File: src/rtl/led_pkg.sv
// ---------------------------------------------------------------------------
// led_pkg
// Shared definitions for the LED PWM driver and its prescaler.
//   PWM_BITS_DEF  : default width of the duty value and PWM counter
//   PRESCALE_DEF  : default prescaler terminal count (tick every N+1 clocks)
//   DUTY_FULL     : all-ones duty at the default width (solid-on LED)
//   duty_state_t  : handshake FSM states (IDLE, PENDING)
// ---------------------------------------------------------------------------
package led_pkg;

  localparam int PWM_BITS_DEF = 8;
  localparam int PRESCALE_DEF = 47;

  localparam logic [PWM_BITS_DEF-1:0] DUTY_FULL = '1;

  typedef enum logic {
    IDLE    = 1'b0,
    PENDING = 1'b1
  } duty_state_t;

endpackage

File: src/rtl/led_prescaler.sv
// ---------------------------------------------------------------------------
// led_prescaler
// Free-running divider producing a one-cycle tick every PRESCALE+1 clocks.
// Shared by other timing blocks in top.
// Ports:
//   clk  : system clock
//   rstn : asynchronous active-low reset
//   tick : high in the cycle the counter sits at PRESCALE (every cycle when
//          PRESCALE is 0)
// ---------------------------------------------------------------------------
module led_prescaler #(
  parameter int PRESCALE = 47
) (
  input  logic clk,
  input  logic rstn,
  output logic tick
);

  localparam int CW = (PRESCALE > 0) ? $clog2(PRESCALE + 1) : 1;
  localparam logic [CW-1:0] LAST = CW'(PRESCALE);

  logic [CW-1:0] r_count;

  assign tick = (r_count == LAST);

  // Count 0..PRESCALE and wrap on the tick cycle. With PRESCALE=0 the counter
  // never leaves 0, so tick stays high.
  always_ff @(posedge clk or negedge rstn) begin
    if (!rstn) begin
      r_count <= '0;
    end else if (tick) begin
      r_count <= '0;
    end else begin
      r_count <= r_count + CW'(1);
    end
  end

endmodule

File: src/rtl/led_pwm_driver.sv
// ---------------------------------------------------------------------------
// led_pwm_driver
// PWM brightness generator for one board LED. New duty values arrive over a
// valid/ready handshake and are applied only at the PWM period boundary so the
// LED never glitches mid-period.
// Ports:
//   clk         : system clock
//   rstn        : asynchronous active-low reset
//   enable      : 0 forces led low; counters and handshake keep running
//   duty        : requested duty value (PWM_BITS wide)
//   duty_valid  : duty is presented
//   duty_ready  : block can accept a duty value
//   led         : registered PWM output
//   period_tick : one-cycle pulse on the first cycle of each PWM period
// Build option:
//   LED_BREATHE_EN : an internal triangle ramp drives the active duty, the
//                    duty input is ignored and duty_ready is held at 0.
// ---------------------------------------------------------------------------
module led_pwm_driver
  import led_pkg::*;
#(
  parameter int PWM_BITS = PWM_BITS_DEF,
  parameter int PRESCALE = PRESCALE_DEF
) (
  input  logic                clk,
  input  logic                rstn,
  input  logic                enable,
  input  logic [PWM_BITS-1:0] duty,
  input  logic                duty_valid,
  output logic                duty_ready,
  output logic                led,
  output logic                period_tick
);

  localparam logic [PWM_BITS-1:0] FULL = '1;

  logic                w_tick;
  logic                w_wrap;
  logic [PWM_BITS-1:0] r_pwm_cnt;
  logic [PWM_BITS-1:0] r_active_duty;
  logic                r_led;
  logic                r_period_tick;

  led_prescaler #(
    .PRESCALE (PRESCALE)
  ) u_prescaler (
    .clk  (clk),
    .rstn (rstn),
    .tick (w_tick)
  );

  // The last tick of a period; duty updates and the period pulse key off it.
  assign w_wrap = w_tick && (r_pwm_cnt == FULL);

  // PWM position within the period, advancing once per prescaler tick.
  always_ff @(posedge clk or negedge rstn) begin
    if (!rstn) begin
      r_pwm_cnt <= '0;
    end else if (w_tick) begin
      r_pwm_cnt <= r_pwm_cnt + PWM_BITS'(1);
    end
  end

`ifdef LED_BREATHE_EN

  logic r_dir_up;
  logic w_unused_inputs;

  assign w_unused_inputs = ^{duty, duty_valid};
  assign duty_ready      = 1'b0;

  // Triangle ramp: one step per period, turning around at all-ones and at 0
  // so each end value is held for exactly one period.
  always_ff @(posedge clk or negedge rstn) begin
    if (!rstn) begin
      r_active_duty <= '0;
      r_dir_up      <= 1'b1;
    end else if (w_wrap) begin
      if (r_dir_up) begin
        if (r_active_duty == FULL) begin
          r_dir_up      <= 1'b0;
          r_active_duty <= r_active_duty - PWM_BITS'(1);
        end else begin
          r_active_duty <= r_active_duty + PWM_BITS'(1);
        end
      end else begin
        if (r_active_duty == '0) begin
          r_dir_up      <= 1'b1;
          r_active_duty <= r_active_duty + PWM_BITS'(1);
        end else begin
          r_active_duty <= r_active_duty - PWM_BITS'(1);
        end
      end
    end
  end

`else

  duty_state_t         r_state;
  duty_state_t         w_state_next;
  logic [PWM_BITS-1:0] r_shadow_duty;
  logic                w_accept;

  // Handshake state register.
  always_ff @(posedge clk or negedge rstn) begin
    if (!rstn) begin
      r_state <= IDLE;
    end else begin
      r_state <= w_state_next;
    end
  end

  // Next state and ready. A valid landing on a wrap cycle while IDLE only
  // fills the shadow; the transfer waits for the following wrap.
  always_comb begin
    w_state_next = r_state;
    duty_ready   = 1'b0;
    w_accept     = 1'b0;
    case (r_state)
      IDLE: begin
        duty_ready = 1'b1;
        if (duty_valid) begin
          w_accept     = 1'b1;
          w_state_next = PENDING;
        end
      end
      PENDING: begin
        if (w_wrap) begin
          w_state_next = IDLE;
        end
      end
      default: begin
        w_state_next = IDLE;
      end
    endcase
  end

  // Shadow captures on accept; active duty only changes at a period boundary.
  always_ff @(posedge clk or negedge rstn) begin
    if (!rstn) begin
      r_shadow_duty <= '0;
      r_active_duty <= '0;
    end else begin
      if (w_accept) begin
        r_shadow_duty <= duty;
      end
      if ((r_state == PENDING) && w_wrap) begin
        r_active_duty <= r_shadow_duty;
      end
    end
  end

`endif

  // Output compare, registered. All-ones duty is special-cased so the LED has
  // no dark cycle at the top of the count.
  always_ff @(posedge clk or negedge rstn) begin
    if (!rstn) begin
      r_led         <= 1'b0;
      r_period_tick <= 1'b0;
    end else begin
      r_led         <= enable && ((r_pwm_cnt < r_active_duty) || (r_active_duty == FULL));
      r_period_tick <= w_wrap;
    end
  end

  assign led         = r_led;
  assign period_tick = r_period_tick;

endmodule
File: config.mk
export PLATFORM = sky130hd
export DESIGN_NAME = led_pwm_driver
export DESIGN_NICKNAME = d
export VERILOG_FILES = /design/src/rtl/led_pkg.sv /design/src/rtl/led_prescaler.sv /design/src/rtl/led_pwm_driver.sv
export SDC_FILE = /design/constraint.sdc
export NUM_CORES = 1
export LEC_CHECK = 0
export BUFFER_PORTS_ARGS = -buffer_cell sky130_fd_sc_hd__clkbuf_2
export CAP_MARGIN = 20
export CORE_ASPECT_RATIO = 0.9
export CORE_MARGIN = 1.5
export CORE_UTILIZATION = 51
export CTS_CLUSTER_DIAMETER = 80
export DETAILED_ROUTE_END_ITERATION = 8
export PLACE_DENSITY_LB_ADDON = 0.25
export SLEW_MARGIN = 20
export SYNTH_ARGS = -nofsm -noshare
export SYNTH_HDL_FRONTEND = slang
export SYNTH_SLANG_ARGS = --single-unit
File: constraint.sdc
create_clock -name clk -period 1.45 [get_ports clk]
set_clock_uncertainty 0.05 [all_clocks]
set_input_delay 0.145 -clock clk [delete_from_list [all_inputs] [get_ports clk]]
set_output_delay 0.145 -clock clk [all_outputs]
set_load 0.02 [all_outputs]
# ---- Word level (Yosys, flattened, before mapping)
# Cells that the tools add are included.
# Widths: inputs -> output; s select.
dict set report word_totals {
  output_inout_bits 3
  wordCells 24
  input_bits 12
  register_bits 33
}
dict set report classes {
  n_reduce_logical 4
  mux 6
  bitwise 1
  magnitude_cmp 1
  n_eq_ne 3
  addsub 2
}
# cell n
set op_table {}
lappend op_table {{$eq 8x8->1 const B} 2}
lappend op_table {{$add 8x1->8 const B} 1}
lappend op_table {{$lt 8x8->1} 1}
lappend op_table {{$add 6x1->6 const B} 1}
lappend op_table {{$eq 6x6->1 const B} 1}
lappend op_table {{$mux 6} 1}
lappend op_table {{$mux 1} 4}
lappend op_table {{$logic_and 1x1->1} 3}
lappend op_table {{$pmux 1 s2} 1}
lappend op_table {{$logic_or 1x1->1} 1}
lappend op_table {{$not 1->1} 1}

# ---- Depth between registers and ports, before layout
# Gate-level depths: netlist of run 1.
dict set report logic_depth {
  ltp_word 4
  depth_mapped 6
  mapped_depth_nobuf 6
}

# ---- Modules after synthesis
# Synthesis of run 1 repeated with hierarchy kept, for this count alone.
dict set report unflattened {
  hier_cells 119
  area_unflattened_um2 1529.0
}
# mod instances area_each_um2 cells_per_inst seq_area_each_um2
set by_module_without_submodules {}
lappend by_module_without_submodules {led_pwm_driver 1 1270.0 97 675.6}
lappend by_module_without_submodules {led_prescaler 1 259.0 22 150.1}

# ---- Worst setup path after synthesis of run 1
# Ideal clock, no wire load.
dict set report synth_path {
  kind {register to register}
  startpoint {reg u_prescaler.r_count[0]}
  endpoint {reg r_active_duty[0]}
  period_less_slack_ns 1.584
  required_ns 1.275
  path_buffers 0
  arrival_ns 1.410
  path_stages_with_launch 6
  setup_time_ns 0.125
  setup_slack_ns -0.134
  cell_sequence {dfrtp_1 > ha_1 > nand3_4 > nor3_4 > nand2_4 > mux2_2}
}
dict set report synth_via {
  elab_chain_len 3
}
# element line_no
set synth_rtl {}
lappend synth_rtl {{start, declared} led_prescaler.sv:22} ;# logic [CW-1:0] r_count;
lappend synth_rtl {{start signal, assigned} led_prescaler.sv:34} ;# r_count <= r_count + CW'(1);
lappend synth_rtl {{$eq 6x6->1} led_prescaler.sv:24} ;# assign tick = (r_count == LAST);
lappend synth_rtl {{$logic_and 1x1->1} led_pwm_driver.sv:53} ;# assign w_wrap = w_tick && (r_pwm_cnt == FULL);
lappend synth_rtl {{$logic_and 1x1->1} led_pwm_driver.sv:147} ;# if ((r_state == PENDING) && w_wrap) begin
lappend synth_rtl {{end signal, assigned} led_pwm_driver.sv:148} ;# r_active_duty <= r_shadow_duty;
lappend synth_rtl {{end, declared} led_pwm_driver.sv:40} ;# logic [PWM_BITS-1:0] r_active_duty;
# Every way passes these cells.
# A chain may end at the register's enable or synchronous reset.

# ---- Worst setup path in the final report of run 1
dict set report layout_path {
  startpoint {reg r_active_duty[2]}
  endpoint {reg r_led, in the netlist led}
}
dict set report layout_via {
  elab_chain_len 3
  elab_cells_between_ends 4
  classes_between {1 x order compare; 1 x eq/ne; 2 x reduce/logical}
}
# element line_no
set layout_rtl {}
lappend layout_rtl {{$lt 8x8->1 / $eq 8x8->1 (equally long branches)} led_pwm_driver.sv:162} ;# r_led <= enable && ((r_pwm_cnt < r_active_duty) || (r_active_duty == FULL));
lappend layout_rtl {{$logic_or 1x1->1 (*)} led_pwm_driver.sv:162}
lappend layout_rtl {{$logic_and 1x1->1 (*)} led_pwm_driver.sv:162}
lappend layout_rtl {{end signal, assigned} led_pwm_driver.sv:162}
lappend layout_rtl {{end, declared} led_pwm_driver.sv:41} ;# logic r_led;
# Mark *: on every way between the ends. The rest lies on a longest branch, timed or not.

==> results of run 1 <==
==> power by group through the flow <==
stage / Sequential, mW / Combinational (mW) / Clock (mW)
finish: 0.965 / 0.0830 / 0.491
detailed placement: 0.983 / 0.0663 / 0
global route: 0.968 / 0.0936 / 0.562
CTS: 0.964 / 0.0851 / 0.513
global placement: 0.979 / 0.0615 / 0
floorplan: 0.976 / 0.0270 / 0
==> cells in the final DEF (no fill, tap or decap), types with 5 or more instances in the layout <==
cell / netlist / layout
dlygate4sd3_1: 0 / 9
buf_4: 0 / 23
nand4_1: 8 / 8
dfrtp_1: 33 / 32
ha_1: 9 / 7
mux2_2: 17 / 17
clkbuf_2: 0 / 14
xnor2_1: 6 / 6
clkbuf_4: 0 / 5
nand2_1: 6 / 5
inv_1: 8 / 7
nor2_1: 6 / 5
==> final cells by class <==
type / instances / area (um^2)
Clock inverter: 3 / 17.5
Inverter: 8 / 30.0
Multi-Input combinational cell: 79 / 692
Sequential cell: 33 / 827
Clock buffer: 5 / 37.5
Fill cell: 225 / 795
Timing Repair Buffer: 47 / 344
Tap cell: 40 / 50.0
==> registers in the layout, summed over array words and instances (netlist names) <==
name and count:
r_active_duty 8, r_pwm_cnt 8, r_shadow_duty 8, u_prescaler.r_count 6, led 1, period_tick 1, r_state 1
==> repair_timing <==
action,CTS,global route
hold buffers,9,0
hold endpoints to repair,41,0
buffers inserted,3,1
resized for setup,1,6
pin swaps,1,4
endpoints found under the setup margin,10,16
==> cells by family (layout without fill, tap and decap cells) <==
logic type,count (synthesis),in the layout,share of synthesized area
flops,33,33,0.545
simple gates,33,33,0.131
mux,17,17,0.126
fa+ha+maj,9,9,0.0743
xor+xnor,9,9,0.0520
buf+inv,9,63,0.0223
compound gates,11,11,0.0495
==> per-layer routing <==
layer / GRT usage / part of all wire
met2: 0.333 / 0.49
met3: 0.0709 / 0.043
met1: 0.254 / 0.44
met4: 0.0906 / 0.023
met5: 0 / 0
==> final timing paths <==
kind / to / slack [ns] / depth (start not counted)
hold reg to reg: r_shadow_duty[7] / 0.46 / 1
setup reg to reg: led / -0.13 / 6
hold / removal: r_shadow_duty[2] / 0.02 / 2
setup / recovery: led / -0.13 / 6
min in group asynchronous: u_prescaler.r_count[5] / 0.32 / 3
max in group asynchronous: r_pwm_cnt[1] / 0.73 / 3
==> metrics by stage <==
stage               std cells  setup WS (ns)  hold WS (ns)
floorplan                 121       -0.00857        -0.201
global placement          194         0.0263         0.139
detailed placement        194       -0.00890         0.144
CTS                       214        -0.0155       0.00455
global route              215         -0.194       0.00469
finish                    215         -0.125        0.0171
==> critical path, stage by stage (launching register included) <==
cell and delay [ns]:
dfrtp_1 0.40, inv_2 0.08, ha_4 0.20, a211o_1 0.30, a31oi_1 0.24, nor3_1 0.07
o21ai_1 0.16
==> results.ini, run 1 <==
[hold_path]
min_path_type = input port to flip-flop
holdCritStartpoint = duty[2]

[placement]
dpl_cell_area_um2 = 1800
place.gp.congestion = 0.848
dpl.hpwl_um = 2000
numPortBuffers = 14

[synthesis]
yosysSeqAreaShare = 0.545
synth_area_leaders = dfrtp_1, mux2_2, ha_1, xnor2_1, nand4_1
yosysMostFrequentCell = dfrtp_1
synth_cells = 121
synth_top_area_share = 0.545
synth.distinct_cells = 27
async_reset_ff_frac = 1.00
syn_nets = 142
yosysWarnings = 0
synth_top_area_cell = dfrtp_1
ys_ff_latch = 33
synthFlopType = dfrtp_1
synth_edf_count = 0
synth.avg_cell_area_um2 = 12.5
synth_common_cells = dfrtp_1, mux2_2, ha_1
synthesis.area_um2 = 1520

[power_and_ir_drop]
intPower_mw = 1.18
power_switching_uw = 358
pwr-share-comb = 0.054
cellPowerDensity_nw_per_um2 = 770
peakVddDrop_v = 0.000680
power_frac_clock = 0.319
p_leak_nw = 0.978
pwr-share-seq = 0.627
switching_share = 0.233
totalPowerFinal_mw = 1.54

[routing]
ant_nets = 0
wirelength_um = 2910
firstDrtPassIters = 4
vias = 1105
drcViolationCount = 0
wl_per_cell_um = 13.5
drtIter0Drc = 37
drt-vias-per-instance = 5.14

[grt]
antenna_found_initial = 0
grt_pass1_wl_um = 4770
grt_max_degree = 34
gr-total-overflow = 0
track_usage = 0.207
grt_pass1_vias = 1078

[clock_tree]
cts_tree = done
cts.sinks = 33
clkLatencyLatePin_ns = 0.32
cts-root-buf = clkbuf_4
clkTransAtPathRegs_ns = 0.10
numCtsBuffers = 5
htree_levels = 2
clock_path_buffers = 2

[timing]
setup_viol = 9
rsz0062_at_grt = true
drv_slew = 0
setup_tns_ns = -0.214
fin_crit_sh = 1.09
min_period_ns = 1.58
hold_violations = 0
tightest_slew_ns = 0.404
relSlewSlack = 0.731
max_freq_ghz = 0.635
setup_ws_ns = -0.125

[critical_path]
crit_type = flip-flop to flip-flop
crit_start = r_active_duty[2]
crit_fanout = 2
cp.arrival_ns = 1.78
crit_path_end_kind = flip-flop
crit_required_ns = 1.65
critPathLaunchType = flip-flop
timing.rr.start = r_active_duty[2]

[layout]
syn_to_final_growth_pct = 31.8
final_cell_area_um2 = 2000
utilization = 0.716
drive_above_1_share = 0.423
diodes = 0
nets = 195

[status]
violations = negative setup slack
status = finished, violations left

[floorplanning]
io_pins = 15
die_w_um = 60.5
core_um2 = 2790
initial_core_util = 0.543
die_y_um = 54.7
rows = 18
die_area_um2 = 3310

[run]
maxCapViolCount = 0

No activity file was read; power rests on OpenSTA's default activity.
==> inputs of run 2 (changes only) <==
--- a/config.mk
+++ b/config.mk
@@ -16,4 +16,5 @@
 export SLEW_MARGIN = 20
 export SYNTH_ARGS = -nofsm -noshare
 export SYNTH_HDL_FRONTEND = slang
+export SYNTH_HIERARCHICAL = 1
 export SYNTH_SLANG_ARGS = --single-unit
==> results.ini, run 2 <==
[synthesis]
synth_common_cells = dfrtp_1, ha_1, inv_1, mux2_2, mux2_4
yosysSeqAreaShare = 0.540  ; -0.00446
synth_edf_count = 0  ; unchanged
ys_ff_latch = 33  ; unchanged
async_reset_ff_frac = 1.00  ; unchanged
yosysMostFrequentCell = dfrtp_1
synth.avg_cell_area_um2 = 12.8  ; +2.5%
synth_top_area_cell = dfrtp_1
synth_area_leaders = dfrtp_1, mux2_4, ha_1, mux2_2, xor2_1
synthFlopType = dfrtp_1
yosysWarnings = 6  ; +6
syn_nets = 140  ; -1.4%
synth_top_area_share = 0.540  ; -0.00446
synth_cells = 119  ; -1.7%
synth.distinct_cells = 30  ; +11%
synthesis.area_um2 = 1530  ; +0.83%

[clock_tree]
numCtsBuffers = 5  ; unchanged
cts-root-buf = clkbuf_4
cts_tree = done
clock_path_buffers = 2  ; unchanged
clkTransAtPathRegs_ns = 0.09  ; about the same
htree_levels = 2  ; unchanged
clkLatencyLatePin_ns = 0.32  ; about the same
cts.sinks = 33  ; unchanged

[grt]
grt_max_degree = 18  ; -47%
use_met1 = 0.262  ; +0.00795
grt_pass1_wl_um = 4860  ; +1.7%
busiest_layer = met2
antenna_found_initial = 0  ; unchanged
gr-total-overflow = 0  ; unchanged
use_met2 = 0.339  ; +0.00538
grt_pass1_vias = 1136  ; +5.4%
track_usage = 0.208  ; +0.000677
use_met3 = 0.0605  ; -0.0105

[critical_path]
crit_required_ns = 1.61  ; -0.04 ns
crit_path_end_kind = flip-flop
critPathLaunchType = flip-flop
crit_type = flip-flop to flip-flop
crit_fanout = 5  ; +3
reg2regPathDepth = 7  ; +1
cp.arrival_ns = 2.14  ; +0.36 ns

[placement]
numPortBuffers = 14  ; unchanged
pre_cts_ws_ns = -0.506  ; -0.497 ns
place.gp.congestion = 0.825  ; -2.7%
dpl.hpwl_um = 2110  ; +5.6%

[run]
maxCapViolCount = 0  ; unchanged

[power_and_ir_drop]
pwr-share-seq = 0.614  ; -0.013
cellPowerDensity_nw_per_um2 = 713  ; -7.4%
pwr-share-comb = 0.058  ; +0.004
intPower_mw = 1.23  ; +4.4%
p_leak_nw = 1.09  ; +12%
peakVddDrop_v = 0.000746  ; +9.7%
power_frac_clock = 0.327  ; +0.008
switching_share = 0.216  ; -0.0164
power_switching_uw = 340  ; -4.9%

[routing]
wl_per_cell_um = 15.5  ; +14%
drcViolationCount = 0  ; unchanged
firstDrtPassIters = 4  ; unchanged
ant_nets = 0  ; unchanged
drtIter0Drc = 47  ; +27%
wirelength_um = 3500  ; +20%
vias = 1165  ; +5.4%
drt-vias-per-instance = 5.15  ; +0.30%

[layout]
num-fill-cells = 173  ; -23%
drive_above_1_share = 0.489  ; +0.0664
final_cell_mix = dfrtp_1, buf_4, clkbuf_2, dlygate4sd3_1, mux2_4
final_common_cell = dfrtp_1
utilization = 0.790  ; +0.0748
syn_to_final_growth_pct = 44.4
diodes = 0  ; unchanged
reg.largest.list = r_active_duty: 8 flops, r_pwm_cnt: 8 flops, r_shadow_duty: 8 flops
nets = 207  ; +6.2%

[status]
status = finished, violations left
violations = negative setup slack

[timing]
setup_ws_ns = -0.535  ; -0.410 ns
tightest_slew_ns = 0.456  ; +0.0520 ns
rsz0062_at_grt = true
drv_slew = 0  ; unchanged
max_freq_ghz = 0.504  ; -21%
hold_violations = 0  ; unchanged
min_period_ns = 1.99  ; +0.410 ns
fin_crit_sh = 1.37  ; +0.283
relSlewSlack = 0.696  ; -0.0347
setup_viol = 20  ; +11

[floorplanning]
die_y_um = 54.9  ; +0.39%
io_pins = 15  ; unchanged
die_area_um2 = 3340  ; +0.78%
die_w_um = 60.7  ; +0.39%
initial_core_util = 0.547  ; +0.00448
core_um2 = 2790  ; unchanged
rows = 18  ; unchanged

[hold_path]
min_path_type = input port to flip-flop
holdPathStages = 4  ; +2

[run 2: cell count changes in the layout (fill, tap and decap cells not counted), sizes merged, moves of 2 or more]
cell / previous run / this run
clkbuf: 19 / 21
nand3: 3 / 6
clkinv: 2 / 0
xnor2: 6 / 4
xor2: 3 / 5
nand4: 8 / 5
nand2: 7 / 3
buf: 24 / 38
[run 2: layout make-up]
cell class | count | area [um^2] | area share
well taps | 40 | 50.0 | 0.0227
multi-input cells | 75 | 747 | 0.338
flip-flops and latches | 33 | 827 | 0.375
inverters | 9 | 33.8 | 0.0153
repair buffers | 62 | 494 | 0.224
clock buffers | 7 | 55.1 | 0.0249
[run 2: cells by family (layout without fill, tap and decap cells)]
family / count (synthesis) / in the layout / share of synthesized area
AO/OA/AOI/OAI: 11 / 11 / 0.0467
AND/OR/NAND/NOR: 29 / 29 / 0.111
XOR/XNOR: 9 / 9 / 0.0516
buffers and inverters: 11 / 78 / 0.0319
flip-flops: 33 / 33 / 0.540
multiplexers: 17 / 17 / 0.145
adder cells (fa/ha/maj): 9 / 9 / 0.0737
[run 2: repair_timing]
action,in CTS,in global routing
gates cloned,0,1
pin swaps,10,10
buffers inserted,8,7
hold buffers,3,7
hold endpoints to repair,18,7
setup endpoints to repair,16,21
gates resized for setup,20,8
[run 2: final timing paths]
kind,endpoint,from,slack [ns]
max,r_active_duty[0],u_prescaler/r_count[0],-0.54
min,led,enable,0.19
max reg2reg,r_active_duty[0],u_prescaler/r_count[0],-0.54
min reg2reg,r_active_duty[3],r_shadow_duty[3],0.46
max in group asynchronous,r_pwm_cnt[2],rstn,0.65
min in group asynchronous,period_tick,rstn,0.24
[run 2: worst max-delay path, stage by stage, from the launching register on]
cell and delay (ns):
dfrtp_1 0.37, ha_2 0.22, nand3_4 0.10, nor3b_4 0.22, nand4_2 0.11, or3_4 0.36
buf_6 0.15, mux2_4 0.29
[run 2: per-stage QoR]
stage	TNS, ns	hold slack (ns)	power (mW)	std cells	instance area [um^2]
2_1_floorplan	-6.10	-0.201	1.00	119	1540
3_3_place_gp	-4.36	0.0481	1.05	194	1830
3_5_place_dp	-5.25	0.0518	1.05	194	1830
4_1_cts	-6.44	0.000518	1.56	212	2060
5_1_grt	-8.12	0.190	1.65	226	2210
6_report	-6.75	0.189	1.57	226	2210
[run 2: power groups by stage]
stage	clock network [mW]	logic (mW)	registers [mW]
floorplan	0	0.0278	0.977
global placement	0	0.0670	0.981
detailed placement	0	0.0692	0.983
CTS	0.517	0.0764	0.964
global route	0.576	0.101	0.968
finish	0.515	0.0919	0.966
[run 2: per-layer routing]
layer	wire length (um)	vias up
li1	-	556
met1	1540	577
met2	1780	23
met3	110	9
met4	74	0
met5	0	-
